==> src/rtl/ecc_mod_mul.sv <==
// Iterative (a*b) mod M for the ECC accelerator.
// MSB-first interleaved shift-add reduction, one multiplier bit per cycle.
module ecc_mod_mul #(
    parameter int WIDTH = 64
) (
    input  logic             clk_i,
    input  logic             rst_ni,
    input  logic             modular_write_i,
    input  logic [WIDTH-1:0] modulo_i,
    input  logic             start_i,
    input  logic [WIDTH-1:0] a_i,
    input  logic [WIDTH-1:0] b_i,
    output logic [WIDTH-1:0] result_o,
    output logic             finish_o,
    output logic             busy_o
);

    localparam int CW = $clog2(WIDTH);

    typedef enum logic [1:0] {
        IDLE,
        RUN,
        DONE,
        WAIT_LOW
    } state_e;

    state_e state_q;

    logic [WIDTH-1:0] mod_q;
    logic [WIDTH-1:0] m_s;
    logic [WIDTH-1:0] a_s;
    logic [WIDTH-1:0] b_s;
    logic [WIDTH-1:0] acc;
    logic [CW-1:0]    cnt;

    logic [WIDTH-1:0] m_new;
    logic [WIDTH-1:0] a_red;
    logic [WIDTH:0]   t_dbl;
    logic [WIDTH-1:0] t_red;
    logic [WIDTH:0]   t_add;
    logic [WIDTH-1:0] t_out;

    // acc < m_s keeps every intermediate within WIDTH+1 bits
    always_comb begin
        m_new = modular_write_i ? modulo_i : mod_q;
        a_red = (a_i >= m_new) ? a_i - m_new : a_i;
        t_dbl = {acc, 1'b0};
        t_red = (t_dbl >= {1'b0, m_s}) ?
                WIDTH'(t_dbl - {1'b0, m_s}) : t_dbl[WIDTH-1:0];
        t_add = b_s[cnt] ? {1'b0, t_red} + {1'b0, a_s}
                         : {1'b0, t_red};
        t_out = (t_add >= {1'b0, m_s}) ?
                WIDTH'(t_add - {1'b0, m_s}) : t_add[WIDTH-1:0];
    end

    always_ff @(posedge clk_i or negedge rst_ni) begin
        if (!rst_ni) begin
            state_q  <= IDLE;
            mod_q    <= '0;
            m_s      <= '0;
            a_s      <= '0;
            b_s      <= '0;
            acc      <= '0;
            cnt      <= '0;
            result_o <= '0;
            finish_o <= 1'b0;
            busy_o   <= 1'b0;
        end else begin
            if (modular_write_i) begin
                mod_q <= modulo_i;
            end
            unique case (state_q)
                IDLE: begin
                    if (start_i) begin
                        m_s <= m_new;
                        a_s <= a_red;
                        b_s <= b_i;
                        acc <= '0;
                        cnt <= CW'(WIDTH - 1);
                        if (m_new <= WIDTH'(1)) begin
                            result_o <= '0;
                            finish_o <= 1'b1;
                            state_q  <= DONE;
                        end else begin
                            busy_o  <= 1'b1;
                            state_q <= RUN;
                        end
                    end
                end
                RUN: begin
                    acc <= t_out;
                    cnt <= cnt - 1'b1;
                    if (cnt == '0) begin
                        result_o <= t_out;
                        finish_o <= 1'b1;
                        busy_o   <= 1'b0;
                        state_q  <= DONE;
                    end
                end
                DONE: begin
                    finish_o <= 1'b0;
                    state_q  <= start_i ? WAIT_LOW : IDLE;
                end
                WAIT_LOW: begin
                    if (!start_i) begin
                        state_q <= IDLE;
                    end
                end
            endcase
        end
    end

endmodule
==> config.mk <==
export PLATFORM = sky130hd
export DESIGN_NAME = ecc_mod_mul
export DESIGN_NICKNAME = d
export VERILOG_FILES = /design/src/rtl/ecc_mod_mul.sv
export SDC_FILE = /design/constraint.sdc
export NUM_CORES = 2
export LEC_CHECK = 0
export ABC_AREA = 1
export ABC_CLOCK_PERIOD_IN_PS = 5800
export BUFFER_PORTS_ARGS = -buffer_cell sky130_fd_sc_hd__buf_4
export CAP_MARGIN = 20
export CORE_ASPECT_RATIO = 0.8
export CORE_MARGIN = 1
export CORE_UTILIZATION = 55
export DETAILED_ROUTE_END_ITERATION = 6
export PLACE_DENSITY = 0.82
export SYNTH_ARGS = -nofsm -noshare
export SYNTH_HDL_FRONTEND = slang
export SYNTH_SLANG_ARGS = --single-unit
==> constraint.sdc <==
create_clock -name clk_i -period 5.8 [get_ports clk_i]
set_input_delay 0.29 -clock clk_i [delete_from_list [all_inputs] [get_ports clk_i]]
set_output_delay 0.29 -clock clk_i [all_outputs]
set_load 0.03 [all_outputs]
==> results of run 1 <==
[synthesized netlist by cell type, drive strengths merged]
| cell | number |
|---|---|
| buf | 88 |
| o21a | 27 |
| nand2 | 2355 |
| clkbuf | 66 |
| nor3 | 51 |
| o211ai | 6 |
| a32o | 1 |
| fa | 4 |
| nor2 | 690 |
| mux2i | 1 |
| a21boi | 10 |
| nand3 | 551 |
| a21o | 10 |
| ha | 258 |
| xor2 | 53 |
| inv | 1014 |
| dfrtp | 394 |
| o21ai | 431 |
| a31o | 2 |
| and2 | 20 |
| o22ai | 2 |
| clkinv | 2 |
| a31oi | 17 |
| o31ai | 1 |
| and3 | 2 |
| or2 | 47 |
| xnor2 | 88 |
| nand3b | 45 |
| a211oi | 2 |
| nor4 | 13 |
| o21bai | 28 |
| a21oi | 408 |
| nand4 | 67 |
[through the flow]
| stage | hold slack, ns | worst slack [ns] |
|---|---|---|
| detailed placement | 0.365 | -1.91 |
| global placement | 0.357 | -1.79 |
| CTS | 0.000249 | -0.798 |
| floorplan | -0.00559 | 0.129 |
[kinds of logic after synthesis]
family | Yosys count | share of synthesized area, %
xor+xnor | 141 | 3.11
compound gates | 945 | 12.6
flops | 394 | 24.8
fa+ha+maj | 262 | 8.33
buf+inv | 1170 | 11.5
simple gates | 3841 | 39.6
mux | 1 | 0.0252
[routing by layer]
layer  global-route usage [%]  overflow
met5                     28.3         2
met4                     65.8        53
met1                     81.8         1
met2                     88.7        61
met3                     62.7         3
[timing repair]
action                                  CTS
pin swaps                                60
gates cloned                              9
setup buffers                            57
endpoints found under the hold margin   195
endpoints found under the setup margin  128
hold buffers                            105
resized for setup                       517
==> results.cfg, run 1 <==
[outcome]
status = aborted with a tool error
stop_stage = 5_1_grt
error = [ERROR GRT-0232] Routing congestion too high. Check the congestion heatmap in the GUI.

[place]
portBuffers = 261
postPlaceCellArea_sq_um = 51500
gp_congestion = 1.24
placedCellCount = 9003
dp.final_hpwl_um = 165000

[logic_synthesis]
ys_seq_elements = 394
postSynthCellCount = 6754
ys_seq_area_share_pct = 24.8
yosys_warnings = 0
ys_types = 49
synthesis.area_sq_um = 39700
yosys.area.top_type = dfrtp_1
yosysTopAreaCellShare_pct = 24.8
synth.avg_cell_area_sq_um = 5.88
synth.area.top_cells = dfrtp_1 25%, nand2_1 22%, inv_1 9.5%
syn_nets = 7212

[clock_network]
cts_buffers = 44
root_buffer = clkbuf_16
h-tree-depth = 2
clock-sinks = 394
cts_buffer_depth = 3

[sta]
endpoint_type = sequential cell input
timing.grt.repair.worst_endpoint = result_o[28]$_DFFE_PN0P_/D

[grt]
grt_max_degree = 153
grt_usage_pct = 76.0
grt_overflow = 120

[floorplanning]
num_rows = 87
die_h_um = 242
io_pins = 262
start_util_pct = 56.0
die_x_um = 303
==> run 2, diff against run 1 <==
- ABC_CLOCK_PERIOD_IN_PS: 5800 -> 7500
- CORE_ASPECT_RATIO: 0.8 -> not set
- CORE_UTILIZATION: 55 -> 40
- PLACE_DENSITY: 0.82 -> not set
- PLACE_DENSITY_LB_ADDON: not set -> 0.15
- clock period: 5.8 -> 7.5 ns (I/O delays scaled with it)
==> run 2 against run 1 <==
Effect of this change:
- the flow now finishes without violations
- synthesized area did not move
- synthesized cell count did not move
==> results.cfg, run 2 <==
[floorplanning]
io_pins = 262
core_sq_um = 98400
num_rows = 115
die_h_um = 317
die_x_um = 317
dieArea_sq_um = 101000
start_util_pct = 40.4

[finish]
multi_input_area_sq_um = 26400
fillers = 10339
regArea_sq_um = 9860
layout_commonest_cell = nand2_1
instances_no_fill = 9221
area_growth_pct = 34.2
post_route_cells_drive_above_1_share_pct = 19.1
fin_nets = 8345
layout_common_cells = 2293 x nand2_1, 1126 x buf_4, 999 x inv_1

[logic_synthesis]
ys_seq_elements = 394
synth.avg_cell_area_sq_um = 5.88
synth.area.top_cells = dfrtp_1 25%, nand2_1 22%, inv_1 9.5%
synthArstFlopShare_pct = 100
synthTopCellsByCount = 2353 x nand2_1, 1004 x inv_1, 689 x nor2_1
yosys.area.top_type = dfrtp_1
syn_nets = 7212
postSynthCellCount = 6754
yosysTopAreaCellShare_pct = 24.8
synth-edff-count = 0
ys_types = 49
synth.most_common_cell = nand2_1
ys_seq_area_share_pct = 24.8
yosys_warnings = 0
synth_top_flop_cell = dfrtp_1
synthesis.area_sq_um = 39700

[route]
detail-route-antenna-nets = 0
dr_wl_met3_um = 22300
firstDrtPassIters = 6
drc_errors = 0
drtIter0Drc = 4958
viasPerCell = 5.42
wl_per_cell_um = 23.8
vias = 49946
m1WireLength_um = 88200
wirelength_um = 219000
highest_layer = met5
met2_length_um = 93200

[sta]
rsz0062_at_grt = true
period_share_pct = 97.6
drv_slew = 0
fmax_mhz = 137
worstMarginPinSlew_ns = 1.22
hold_viol = 0
slew_headroom_pct = 18.5
period_needed_ns = 7.32
final-setup-viol-count = 0
skew_ns = 0.0353

[flow_run]
cap_violations = 0

[setup_path]
crit_path_frequent_cell = nand2_1
worst-path-buf-inv = 16
rrSetupSlack_ns = 0.18
critPathMaxStageDelay_ns = 0.50
path_max_fanout = 12
critical_path.slowest_cell = nor4_4
critical_path_class = reg2reg
cp-start-kind = register
crit_required_ns = 7.97
crit_arrival_ns = 7.79
crit_family = simple AND/OR/NAND/NOR gates
worstSetupEndpointType = register

[grt]
grt_pass1_wl_um = 308000
grt_overflow = 0
grt_usage_pct = 42.5
antenna_found_initial = 9
grt_max_degree = 131
grt_pass1_vias = 47377

[clock_network]
clock-sinks = 394
clk_pin_slew_worst_paths_ns = 0.06
cts_tree = done
root_buffer = clkbuf_16
clk_latency_ns = 0.66
h-tree-depth = 2
cts_buffers = 51
cts_buffer_depth = 3

[outcome]
status = finished clean

[hold_path]
worstHoldPathType = in2reg

[place]
placedCellCount = 9031
portBuffers = 261
dp.final_hpwl_um = 179000
gp_congestion = 1.10
-- run 2: cell counts after synthesis --
No cell type changed its count.
-- run 2: timing repair --
| item | 4_1_cts | 5_1_grt |
|---|---|---|
| endpoints found under the hold margin | 147 | 0 |
| setup endpoints to repair | 128 | 128 |
| gates resized for setup | 16 | 291 |
| cloned | 0 | 3 |
| buffers inserted | 0 | 13 |
| hold buffers | 72 | 0 |
| pin swaps | 2 | 15 |
-- run 2: kinds of logic after synthesis --
family,Yosys count,share of synthesized area [%]
AND/OR/NAND/NOR,3841,39.6
buffers and inverters,1170,11.5
AO/OA/AOI/OAI,945,12.6
flip-flops,394,24.8
adder cells (fa/ha/maj),262,8.33
XOR/XNOR,141,3.11
multiplexers,1,0.0252
-- run 2: worst paths after layout --
path / start / endpoint / cells past startpoint
hold reg to reg: b_s[49]$_DFFE_PN0P_ / b_s[49]$_DFFE_PN0P_ / 2
max in group asynchronous: rst_ni / m_s[59]$_DFFE_PN0P_ / 3
setup reg to reg: m_s[54]$_DFFE_PN0P_ / acc[36]$_DFFE_PN0P_ / 45
hold / removal: a_i[10] / a_s[10]$_DFFE_PN0P_ / 3
min in group asynchronous: rst_ni / result_o[59]$_DFFE_PN0P_ / 2
setup / recovery: m_s[54]$_DFFE_PN0P_ / acc[36]$_DFFE_PN0P_ / 45
-- run 2: final cells by class --
class,count,area share [%]
multi-input combinational,5190,49.5
sequential,394,18.5
timing repair buffer,1234,18.4
inverter,1016,7.19
tap,1287,3.02
clock buffer,78,2.87
clock inverter,16,0.439
antenna,6,0.0282
-- run 2: through the flow --
| step | worst slack (ns) | setup TNS (ns) | util [%] | instance area [sq um] | hold slack [ns] |
|---|---|---|---|---|---|
| 3_5_place_dp | -0.639 | -74.24 | 50.3 | 49500 | 0.419 |
| 6_report | 0.184 | 0 | 54.2 | 53300 | 0.0150 |
| 4_1_cts | -0.00193 | -0.00193 | 52.9 | 52100 | 0.00346 |
| 2_1_floorplan | 1.83 | 0 | - | 39700 | 0.0794 |
| 3_3_place_gp | -0.586 | -67.43 | 50.3 | 49500 | 0.411 |
| 5_1_grt | -0.0557 | -0.812 | 54.2 | 53300 | 0.0158 |
-- run 2: worst register-to-register path: cells and delay by family, from the launching register on --
family          cells  cell delay, ns
compound gates      5            0.74
fa+ha+maj           3            1.03
buf+inv            16            2.11
flops               1            0.33
simple gates       21            2.91
-- run 2: layer usage --
layer | vias up | global-route usage [%]
met4 | 8 | 25.8
met3 | 491 | 9.81
met5 | - | 0
met2 | 2404 | 64.6
met1 | 23405 | 54.6
li1 | 23638 | -
Power of run 2 is left out: the tool's default activity adds up to more than one toggle a clock period on the data nets, which glitch-free logic cannot reach.
